### src/rtl/shapool_ctrl.sv
// Job sequencer between the SPI job loader and the hashing pool: waits for PLL lock,
// launches rounds at successive nonce bases and reports success, exhaustion or timeout.
module shapool_ctrl #(
   parameter int POOL_SIZE      = 1,
   parameter int POOL_SIZE_LOG2 = 0,
   parameter int NONCE_WIDTH    = 32,
   parameter int TIMEOUT_CYCLES = 4096,
   parameter int LED_DIV_BITS   = 22
) (
   input  logic                   clk_in,
   input  logic                   reset_n_in,
   input  logic                   pll_locked_in,
   input  logic                   job_valid_in,
   input  logic                   halt_in,
   input  logic                   round_done_in,
   input  logic                   success_in,
   output logic                   pool_start_out,
   output logic [NONCE_WIDTH-1:0] nonce_out,
   output logic                   busy_out,
   output logic                   success_out,
   output logic                   exhausted_out,
   output logic                   error_out,
   output logic                   ready_n_out,
   output logic                   status_led_n_out
);

   localparam int TW = (TIMEOUT_CYCLES > 1) ? $clog2(TIMEOUT_CYCLES) : 1;
   localparam logic [TW-1:0] TMO_LAST = TW'(TIMEOUT_CYCLES - 1);
   localparam logic [NONCE_WIDTH-1:0] NONCE_STEP = NONCE_WIDTH'(1) << POOL_SIZE_LOG2;
   // Base of the final round: 2^NONCE_WIDTH - POOL_SIZE, valid because POOL_SIZE is a power of two
   localparam logic [NONCE_WIDTH-1:0] LAST_NONCE = ~(NONCE_WIDTH'(POOL_SIZE - 1));

   typedef enum logic [2:0] {
      WAIT_LOCK,
      IDLE,
      START,
      RUN,
      DONE,
      ERROR
   } state_t;

   state_t                  state, state_next;
   logic [NONCE_WIDTH-1:0]  nonce_next;
   logic                    success_next, exhausted_next, error_next;
   logic                    pool_start_next, busy_next, ready_n_next, led_n_next;
   logic [TW-1:0]           tmo_cnt, tmo_next;
   logic [LED_DIV_BITS-1:0] blink_cnt, blink_next;

   always_ff @(posedge clk_in or negedge reset_n_in) begin
      if (!reset_n_in) begin
         state            <= WAIT_LOCK;
         nonce_out        <= '0;
         pool_start_out   <= 1'b0;
         busy_out         <= 1'b0;
         success_out      <= 1'b0;
         exhausted_out    <= 1'b0;
         error_out        <= 1'b0;
         ready_n_out      <= 1'b1;
         status_led_n_out <= 1'b1;
         tmo_cnt          <= '0;
         blink_cnt        <= '0;
      end else begin
         state            <= state_next;
         nonce_out        <= nonce_next;
         pool_start_out   <= pool_start_next;
         busy_out         <= busy_next;
         success_out      <= success_next;
         exhausted_out    <= exhausted_next;
         error_out        <= error_next;
         ready_n_out      <= ready_n_next;
         status_led_n_out <= led_n_next;
         tmo_cnt          <= tmo_next;
         blink_cnt        <= blink_next;
      end
   end

   // Outputs are registered from the next-state values so they line up with the state they describe
   always_comb begin
      state_next      = state;
      nonce_next      = nonce_out;
      success_next    = success_out;
      exhausted_next  = exhausted_out;
      error_next      = error_out;
      tmo_next        = tmo_cnt;
      blink_next      = blink_cnt + 1'b1;
      pool_start_next = 1'b0;
      busy_next       = 1'b0;
      ready_n_next    = 1'b1;
      led_n_next      = 1'b1;

      if (!pll_locked_in) begin
         state_next     = WAIT_LOCK;
         nonce_next     = '0;
         success_next   = 1'b0;
         exhausted_next = 1'b0;
         error_next     = 1'b0;
         tmo_next       = '0;
         blink_next     = '0;
      end else if (halt_in && state != WAIT_LOCK) begin
         state_next     = IDLE;
         nonce_next     = '0;
         success_next   = 1'b0;
         exhausted_next = 1'b0;
         error_next     = 1'b0;
      end else begin
         case (state)
            WAIT_LOCK: state_next = IDLE;
            IDLE, DONE, ERROR: begin
               if (job_valid_in) begin
                  state_next     = START;
                  nonce_next     = '0;
                  success_next   = 1'b0;
                  exhausted_next = 1'b0;
                  error_next     = 1'b0;
                  blink_next     = '0;
               end
            end
            START: begin
               state_next = RUN;
               tmo_next   = '0;
            end
            RUN: begin
               tmo_next = tmo_cnt + 1'b1;
               // A fresh job overrides whatever the pool reports in the same cycle
               if (job_valid_in) begin
                  state_next = START;
                  nonce_next = '0;
               end else if (round_done_in) begin
                  if (success_in) begin
                     state_next   = DONE;
                     success_next = 1'b1;
                  end else if (nonce_out == LAST_NONCE) begin
                     state_next     = DONE;
                     exhausted_next = 1'b1;
                  end else begin
                     state_next = START;
                     nonce_next = nonce_out + NONCE_STEP;
                  end
               end else if (tmo_cnt == TMO_LAST) begin
                  state_next = ERROR;
                  error_next = 1'b1;
               end
            end
            default: state_next = WAIT_LOCK;
         endcase
      end

      pool_start_next = (state_next == START);
      busy_next       = (state_next == START) || (state_next == RUN);
      ready_n_next    = !((state_next == DONE) || (state_next == ERROR));

      case (state_next)
         START, RUN: led_n_next = ~blink_next[LED_DIV_BITS-1];
         DONE: begin
            if (success_next)
               led_n_next = 1'b0;
            else if (exhausted_next)
               led_n_next = blink_next[LED_DIV_BITS-3];
            else
               led_n_next = 1'b1;
         end
         ERROR:   led_n_next = blink_next[LED_DIV_BITS-3];
         default: led_n_next = 1'b1;
      endcase
   end

endmodule

### config.mk
export PLATFORM = sky130hd
export DESIGN_NAME = shapool_ctrl
export DESIGN_NICKNAME = d
export VERILOG_FILES = /design/src/rtl/shapool_ctrl.sv
export SDC_FILE = /design/constraint.sdc
export NUM_CORES = 1
export LEC_CHECK = 0
export CELL_PAD_IN_SITES_DETAIL_PLACEMENT = 1
export CELL_PAD_IN_SITES_GLOBAL_PLACEMENT = 1
export CORE_UTILIZATION = 45
export CTS_BUF_LIST = sky130_fd_sc_hd__clkbuf_4 sky130_fd_sc_hd__clkbuf_8
export DETAILED_ROUTE_END_ITERATION = 8
export PLACE_DENSITY = 0.92
export SLEW_MARGIN = 20
export SYNTH_ARGS = -nofsm -noshare
export SYNTH_HDL_FRONTEND = slang
export SYNTH_SLANG_ARGS = --single-unit
export TNS_END_PERCENT = 20
### constraint.sdc
create_clock -name clk_in -period 3.1 [get_ports clk_in]
set_input_delay 0.62 -clock clk_in [delete_from_list [all_inputs] [get_ports clk_in]]
set_output_delay 0.62 -clock clk_in [all_outputs]
set_load 0.03 [all_outputs]
* Yosys cells after proc, flatten, opt, wreduce, memory -nomap -nowiden
Cells that the tools add are included.
Storage, ports and cells: register bits 76, input port bits 7, output and inout port bits 39, logic and storage cells 96
Operators by class: add/subtract/negate cells 3, equality and inequality tests 21, multiplexer cells 49, bitwise operators 1, reduce and logical (&&, ||, !) cells 11
Operators by type and width (number):
- 32-bit two-way mux | 7
- 22-bit two-way mux | 4
- 32-bit case mux with 2 select lines | 1
- 32-bit by 1-bit adder with 32-bit output, second input constant | 1
- 32-bit == test, second input constant | 1
- 12-bit two-way mux | 2
- 3-bit two-way mux | 8
- 12-bit case mux with 2 select lines | 1
- 22-bit by 1-bit adder with 22-bit output, second input constant | 1
- 1-bit two-way mux | 21
- 4-bit != test, second input constant | 4
- 5-bit != test, second input constant | 3
- 12-bit by 1-bit adder with 12-bit output, second input constant | 1
- 12-bit == test, second input constant | 1
- 3-bit by 2-bit == test with 1-bit output, second input constant | 4
- 3-bit == test, second input constant | 4
- 3-bit case mux with 4 select lines | 1
- 5-bit AND reduction | 2
- 1-bit case mux with 2 select lines | 3
- 4-bit by 1-bit != test with 1-bit output, second input constant | 1
- 3-bit by 1-bit == test with 1-bit output, second input constant | 1
- 3-bit logical NOT | 1
- 3-bit by 1-bit != test with 1-bit output, second input constant | 1
- 1-bit case mux with 3 select lines | 1
- 9 further kinds | 10

* Logic depth before layout (Yosys ltp)
Gate-level depths: netlist of the first run.
depth in word-level cells 11, gate-level depth with buffers 11, mapped depth without buffers 10

* Worst setup path after synthesis of the first run
No wires, ideal clock.
path type reg-to-reg, from reg nonce_out[0], to reg status_led_n_out, setup time 84 ps, data arrival time 2783 ps, data required time 3016 ps, path slack 233 ps, cell stages (with the launch flop) 12, buffers on the path 1, period minus slack after synthesis 2867 ps, cell sequence dfrtp_1 > ha_1 > nand4_2 > or4_4 > o21ba_1 > buf_2 > nor2_1 > a221o_1 > inv_1 > ha_1 > o21a_1 > a311o_1
Between the ends: cells in the longest elaborated chain, start to end 11, elaborated cells on any way between the ends 23, classes of those cells eq/ne (5); mux (17); reduce/logical (1)
RTL lines:
- start: declaration | line 18 | output logic [NONCE_WIDTH-1:0] nonce_out,
- start signal: assignment | line 64 | nonce_out <= nonce_next;
- 32-bit == test (*) | line 132 | end else if (nonce_out == LAST_NONCE) begin
- 3-bit two-way mux (*) | line 132
- 3-bit two-way mux (*) | line 129 | if (success_in) begin
- 3-bit two-way mux (*) | line 128 | end else if (round_done_in) begin
- 3-bit two-way mux (*) | line 125 | if (job_valid_in) begin
- 3-bit case mux with 4 select lines (*) | line 106 | case (state)
- 3-bit two-way mux (*) | line 99 | end else if (halt_in && state != WAIT_LOCK) begin
- 3-bit two-way mux (*) | line 91 | if (!pll_locked_in) begin
- named net state_next[1] | line 42 | state_t state, state_next;
- 3-bit by 2-bit == test with 1-bit output | line 152 | case (state_next)
- 2-bit OR reduction | line 152
- 1-bit case mux with 3 select lines (*) | line 152
- named net led_n_next | line 45 | logic pool_start_next, busy_next, ready_n_next, led_n_next;
- end signal: assignment | line 71 | status_led_n_out <= led_n_next;
- end: declaration | line 24 | output logic status_led_n_out
The timed path passes the listed nets; every way through them passes the cells marked *. A chain may end at the register's enable or synchronous reset.

* Worst setup path in the final report of the first run
Ends and elaborated chain as after synthesis.

==> results of run 1 <==
[worst paths after layout]
kind / slack, ns / start / endpoint
max in group asynchronous: 2.06 / reset_n_in / tmo_cnt[6]
min reg2reg: 0.51 / tmo_cnt[3] / tmo_cnt[3]
min: 0.41 / reset_n_in / blink_cnt[17]
min in group clk_in: 0.51 / tmo_cnt[3] / tmo_cnt[3]
max: 0.28 / nonce_out[0] / status_led_n_out
max reg2reg: 0.28 / nonce_out[0] / status_led_n_out
[per-stage QoR]
stage	utilization (%)	power (µW)	std cells	setup slack [ns]	hold slack, ns
3_3_place_gp	52.9	1120	584	0.284	0.467
6_report	55.3	1900	600	0.277	0.406
2_1_floorplan	-	1070	434	0.233	0.324
4_1_cts	55.3	1920	600	0.272	0.448
3_5_place_dp	52.9	1130	584	0.143	0.493
5_1_grt	55.3	1970	600	0.143	0.509
[routing by layer]
metal / share of wire [%] / global-route usage [%]
met5: 0 / 0
met1: 43 / 31.8
met4: 2.7 / 11.4
met3: 2.9 / 3.95
met2: 51 / 42.8
[synth_stat cells, types with 3 or more instances]
master and number:
nand4_1 14, o21a_1 3, nand3_1 32, o21ai_1 3, or2_2 3, ha_1 5
and4_1 8, clkbuf_1 4, nor2b_1 3, inv_1 12, o31ai_1 10, o21ai_0 36
or4_1 7, and2_1 4, a21oi_1 22, nand2_1 42, or3_1 12, nand4b_1 3
dfrtp_1 74, xor2_1 24, xnor2_1 7, nand2b_1 3, nor2_1 53, buf_2 6
and3_1 12
[cells by family (layout without fill, tap and decap cells)]
| logic type | after synthesis | after routing | synth area share [%] |
|---|---|---|---|
| xor gates and xnor gates | 31 | 31 | 6.80 |
| AOI/OAI and AO/OA | 88 | 88 | 13.2 |
| buffers and inverters | 25 | 83 | 2.54 |
| and+or+nand+nor | 209 | 209 | 28.2 |
| DFF | 76 | 76 | 47.7 |
| adders and majority gates | 5 | 5 | 1.57 |
[sequential cells by signal, summed over array words and instances, names as in the netlist]
name / count
nonce_out: 32
blink_cnt: 22
tmo_cnt: 12
state: 3
busy_out: 1
error_out: 1
exhausted_out: 1
pool_start_out: 1
ready_n_out: 1
status_led_n_out: 1
success_out: 1
[power by group through the flow]
stage          Clock, µW  Sequential (µW)  Combinational [µW]
6_report             793             1000                 106
5_1_grt              850             1000                 119
4_1_cts              810             1000                 107
3_5_place_dp           0             1020                 106
3_3_place_gp           0             1020                 102
2_1_floorplan          0             1020                50.6
[worst register-to-register path, cell delays in order, from the launching register on]
cell and delay [ns]:
dfrtp_1 0.45, ha_1 0.25, nand4_2 0.16, or4_4 0.58, o21ba_1 0.27, nor2_1 0.11, a221o_1 0.20, inv_1 0.08
ha_1 0.21, o21a_1 0.11, a311o_1 0.32
[area by class of cell]
| type | count | area share (%) |
|---|---|---|
| inverters | 13 | 1.02 |
| clock inverters | 5 | 1.28 |
| repair buffers | 54 | 10.7 |
| flip-flops and latches | 76 | 39.7 |
| clock buffers | 11 | 3.02 |
| well taps | 108 | 2.82 |
| multi-input cells | 333 | 41.4 |
==> metrics.md, run 1 <==
| Metric | Value |
|---|---|
| Run status | finished, final reports clean |
| Synth Register Bits | 76 |
| Critical Path AT | 3.10 ns |
| Worst R2R Path Depth | 10 |
| Flop pwr share | between 50% and 60% |
| Top Ports | 46 |
| P&R area growth vs syn | 20.1% |
| Skew final | 0.0121 ns |
| Req. time, crit path | between 3 and 4 ns |
| Combinational share of power | approximately 5.6% |
| Max Clock Freq | 0.354 GHz |
| IO buf count | 45 |
| TritonCTS Sinks | 76 |
| Layout net count | 499 |
| Root Driver | clkbuf_8 |
| Post-route setup TNS | 0 ns |
| HP Class | in -> async |
| CTS H-tree lvls | 3 |
| CP max FO | 6 |
| Maxcap violations | 0 |
| Die height | 96.2 µm |
| Unrepaired setup endpoints after global routing | false |
| Row count | 34 |
| Filler cell count | between 1000 and 1500 |
| Worst skew pair latency | approximately 0.35 ns |
| Cell Area, Placed | 0.00459 mm² |
| Psw | 471 µW |
| Worst slew margin | a little over a third |
| CTS Buf Count | 9 |
| Largest net degree at the start of global routing | 77 |
| Startpoint types | flop |
| Drt wl/cell | 18.3 µm |
| Top cells by area, synth | dfrtp_1, xor2_1, nor2_1, o21ai_0, nand3_1 |
| First-pass iteration count of the detailed router | 4 |
| Most numerous cell on the critical path | ha_1 |
| Period utilization | 91.0% |
| Yosys top cell by area | dfrtp_1 |
| Number of gates resized after cts | 0 |
| Worst-margin pin slew | 0.958 ns |
| Nature of the critical path endpoint | flop |
| CP max-delay cell | or4_4 |
| CTS tree | done |
| Sw Share | about a quarter |
| Post-CTS setup buffer count | 0 |
| Reg clk slew, reported paths | 0.08 ns |
| Multi-input gate area | just under 0.002 mm² |
| Min Tclk post-route | 2.82 ns |
| Initial Utilization | ~46% |
| First-pass GRT wire length | 17.9 mm |
| Post-route cell area | 0.00480 mm² |
| Vias in the first global route | 3797 |
| Syn Area/Cell | 9.21 µm² |
| Worst vdd ir | between 0.0002 and 0.00025 V |
| Clock Tree Buf Depth | 2 |
| Crit-path max cell delay | 0.58 ns |
| Internal Power | 1430 µW |
| Cell depth of the worst setup path | 10 |
| Die X | 96.2 µm |
| EDFF count, synth | 0 |
| Synth Warn # | 0 |
| Hold_buf cts | 0 |
| Synth Cell Area | 0.00400 mm² |
| Die area | approximately 0.0093 mm² |
| Register area share after synthesis | 47.7% |
| Clock power frac | 41.7% |
| Commonest non-fill, non-tap cell in the layout | dfrtp_1 |
| Gpl congestion | 0.871 |
| Final setup fails | 0 |
| Ant. Diodes | 0 |
| Main synth FF type | dfrtp_1 |
| Yosys top cell area share | 46.4% |
| PwrDens | 396 mW/mm² |
| DP Wirelength | around 7.6 mm |
| Final wirelength | 11.0 mm |
| Synth Instances | roughly 430 |
| Overflow after GRT | 0 |
| Family with the most delay on the worst path | compound AO/OA/AOI/OAI gates |
| DR vias | 3592 |
| Total Routing Usage GR | 25.4% |
| Syn_nets | 446 |
| Share of layout cells above drive strength 1 | 8.74% |
| Most frequent cells in the layout | dfrtp_1, nor2_1, clkdlybuf4s50_1, nand2_1, o21ai_0 |
| 1st-iter DRT viols | around 130 |
| Core ar. | between 0.008 and 0.009 mm² |
| Buf/Inv on CP | 1 |
| ANT nets after route | 0 |
| Residual DRC | 0 |
| Via/cell ratio | roughly 6.0 |
| Leakage | 0.00195 µW |
| Post-synth cell types | 50 |
| Final hold vios | 0 |
| Crit Path Class | reg -> reg |
| Post-synth ARST share | 100% |
| Antenna violations before repair | 0 |
| Worst path cell trace | ha_1 > nand4_2 > or4_4 > o21ba_1 > nor2_1 > a221o_1 > inv_1 > ha_1 > o21a_1 > a311o_1 |
| Max Transition Viols Final | 0 |
| FF+latch area | about 0.0019 mm² |
No activity file was read; power rests on OpenSTA's default activity.
==> inputs of run 2 (changes only) <==
clock period = 2.8 ns   (was 3.1 ns; I/O delays follow)
==> run 2 against run 1 <==
Against the previous run:
- sequential power up 11%
- fmax is 6.9% higher
- clock power rose by 19%
- total power is 14% higher
- core utilization is 1.2 points higher
==> metrics.md, run 2 (synthesized netlist as in run 1, its figures left out) <==
| Metric | Value |
|---|---|
| Met1 track demand over resource | around a third |
| Top Ports | 46 |
| Met3 Use GR | 3.71% |
| Skew final | 0.0100 ns |
| Number of gates resized after cts | 0 |
| Biggest regs | nonce_out: 32 flops, blink_cnt: 22 flops, tmo_cnt: 12 flops |
| Multi-input gate area | 0.00200 mm² |
| Worst path cell trace | ha_1 > nand4_2 > or4_4 > o21ba_4 > nor2_1 > a221o_1 > inv_1 > ha_1 > o21a_1 > a311o_1 |
| Most numerous cell on the critical path | ha_1 |
| Vias in the first global route | 3833 |
| Family with the most delay on the worst path | compound AO/OA/AOI/OAI gates |
| Worst vdd ir | 0.000181 V |
| DR vias | 3606 |
| Share of layout cells above drive strength 1 | roughly 11% |
| Post-CTS setup buffer count | 0 |
| Place WS | 0.0568 ns |
| Row count | 34 |
| Run status | finished, final reports clean |
| Post-route cell area | 0.00490 mm² |
| First-pass GRT wire length | approximately 18 mm |
| Post-route setup TNS | 0 ns |
| Total Routing Usage GR | 25.9% |
| Leakage | slightly above 0.002 µW |
| Nature of the critical path endpoint | flop |
| Maxcap violations | 0 |
| Gpl congestion | 0.819 |
| Via/cell ratio | 5.92 |
| CTS H-tree lvls | 3 |
| IO buf count | 45 |
| Post-layout instance count excluding filler cells | 609 |
| Filler cell count | 988 |
| Die height | roughly 96 µm |
| Die X | ~96 µm |
| Startpoint types | flop |
| Final setup fails | 0 |
| Hold_buf cts | 0 |
| Crit-path max cell delay | 0.51 ns |
| TritonCTS Sinks | 76 |
| Min Tclk post-route | about 2.6 ns |
| Biggest register | nonce_out |
| Largest net degree at the start of global routing | 45 |
| Unrepaired setup endpoints after global routing | false |
| Met2 usage in global routing | 44.7% |
| Overflow after GRT | 0 |
| First-pass iteration count of the detailed router | 4 |
| Max Transition Viols Final | 0 |
| ANT nets after route | 0 |
| Most frequent cells in the layout | dfrtp_1, nor2_1, clkdlybuf4s50_1, nand2_1, o21ai_0 |
| 1st-iter DRT viols | 141 |
| Max Clock Freq | 0.379 GHz |
| Worst-margin pin slew | slightly below 0.6 ns |
| Die area | 0.00926 mm² |
| Layout net count | 508 |
| Worst slew margin | between 60 and 70% |
| Ant. Diodes | 0 |
| PwrDens | 444 mW/mm² |
| Commonest non-fill, non-tap cell in the layout | dfrtp_1 |
| Buf/Inv on CP | 1 |
| Cell Area, Placed | 0.00468 mm² |
| Most used routing layer | met2 |
| CP max FO | 9 |
| CP max-delay cell | or4_4 |
| Residual DRC | 0 |
| Req. time, crit path | 3.08 ns |
| Antenna violations before repair | 0 |
| Drt wl/cell | about 18 µm |
| Final hold vios | 0 |
| DP Wirelength | 7.81 mm |
| Clock Tree Buf Depth | 2 |
| Core ar. | 0.00868 mm² |
| CTS Buf Count | 9 |
| Root Driver | clkbuf_8 |
| Post-Place Cells | 593 |
| Final wirelength | 11.2 mm |
| Final WS setup | 0.160 ns |
| Worst skew pair latency | 0.35 ns |
| P&R area growth vs syn | 22.7% |
| Initial Utilization | between 40% and 50% |
| Max reg flops | 32 |
| Final core occ | 56.5% |
| Period utilization | 94.3% |
| HP Class | in -> async |
| CTS tree | done |
| Critical Path AT | 2.92 ns |
| Crit Path Class | reg -> reg |
| FF+latch area | 0.00191 mm² |
| Reg clk slew, reported paths | 0.08 ns |
-- run 2: cell count changes in the layout (fill, tap and decap cells not counted), sizes merged --
cell | before | now
clkinv | 1 | 3
buf | 10 | 19
bufinv | 1 | 2
clkinvlp | 3 | 0
-- run 2: area by class of cell --
type | count | share of cell area (%)
Clock inverter | 5 | 1.53
Clock buffer | 11 | 2.96
Timing Repair Buffer | 63 | 12.1
Sequential cell | 76 | 38.9
Inverter | 13 | 0.995
Multi-Input combinational cell | 333 | 40.7
Tap cell | 108 | 2.76
-- run 2: where the power goes --
group          leakage, µW  internal, µW  switching (µW)
logic             0.000856          39.9            85.4
clock network     0.000116           532             408
registers          0.00105          1100            8.28
-- run 2: routing by layer --
metal	vias to the layer above	share of wire, %
met3	18	2.6
met2	58	52
li1	1683	-
met5	-	0
met1	1847	44
met4	0	1.9
-- run 2: worst paths after layout --
check	start	endpoint	slack (ns)	cells after the start
setup / recovery	nonce_out[1]	status_led_n_out	0.16	10
hold / removal	reset_n_in	blink_cnt[18]	0.20	1
setup reg to reg	nonce_out[1]	status_led_n_out	0.16	10
hold reg to reg	tmo_cnt[8]	tmo_cnt[8]	0.49	1
max in group asynchronous	reset_n_in	blink_cnt[0]	1.90	2
min in group clk_in	tmo_cnt[8]	tmo_cnt[8]	0.49	1
-- run 2: through the flow --
stage,power (µW),hold slack [ns]
2_1_floorplan,1190,0.264
3_3_place_gp,1250,0.471
3_5_place_dp,1260,0.481
4_1_cts,2200,0.216
5_1_grt,2250,0.256
6_report,2180,0.195
==> inputs of run 3 (changes only) <==
CTS_CLUSTER_SIZE = 24   (was unset)
SLEW_MARGIN = unset   (was 20)
==> results of run 3 <==
The final DEF is identical to that of run 2; final timing and power are the same.
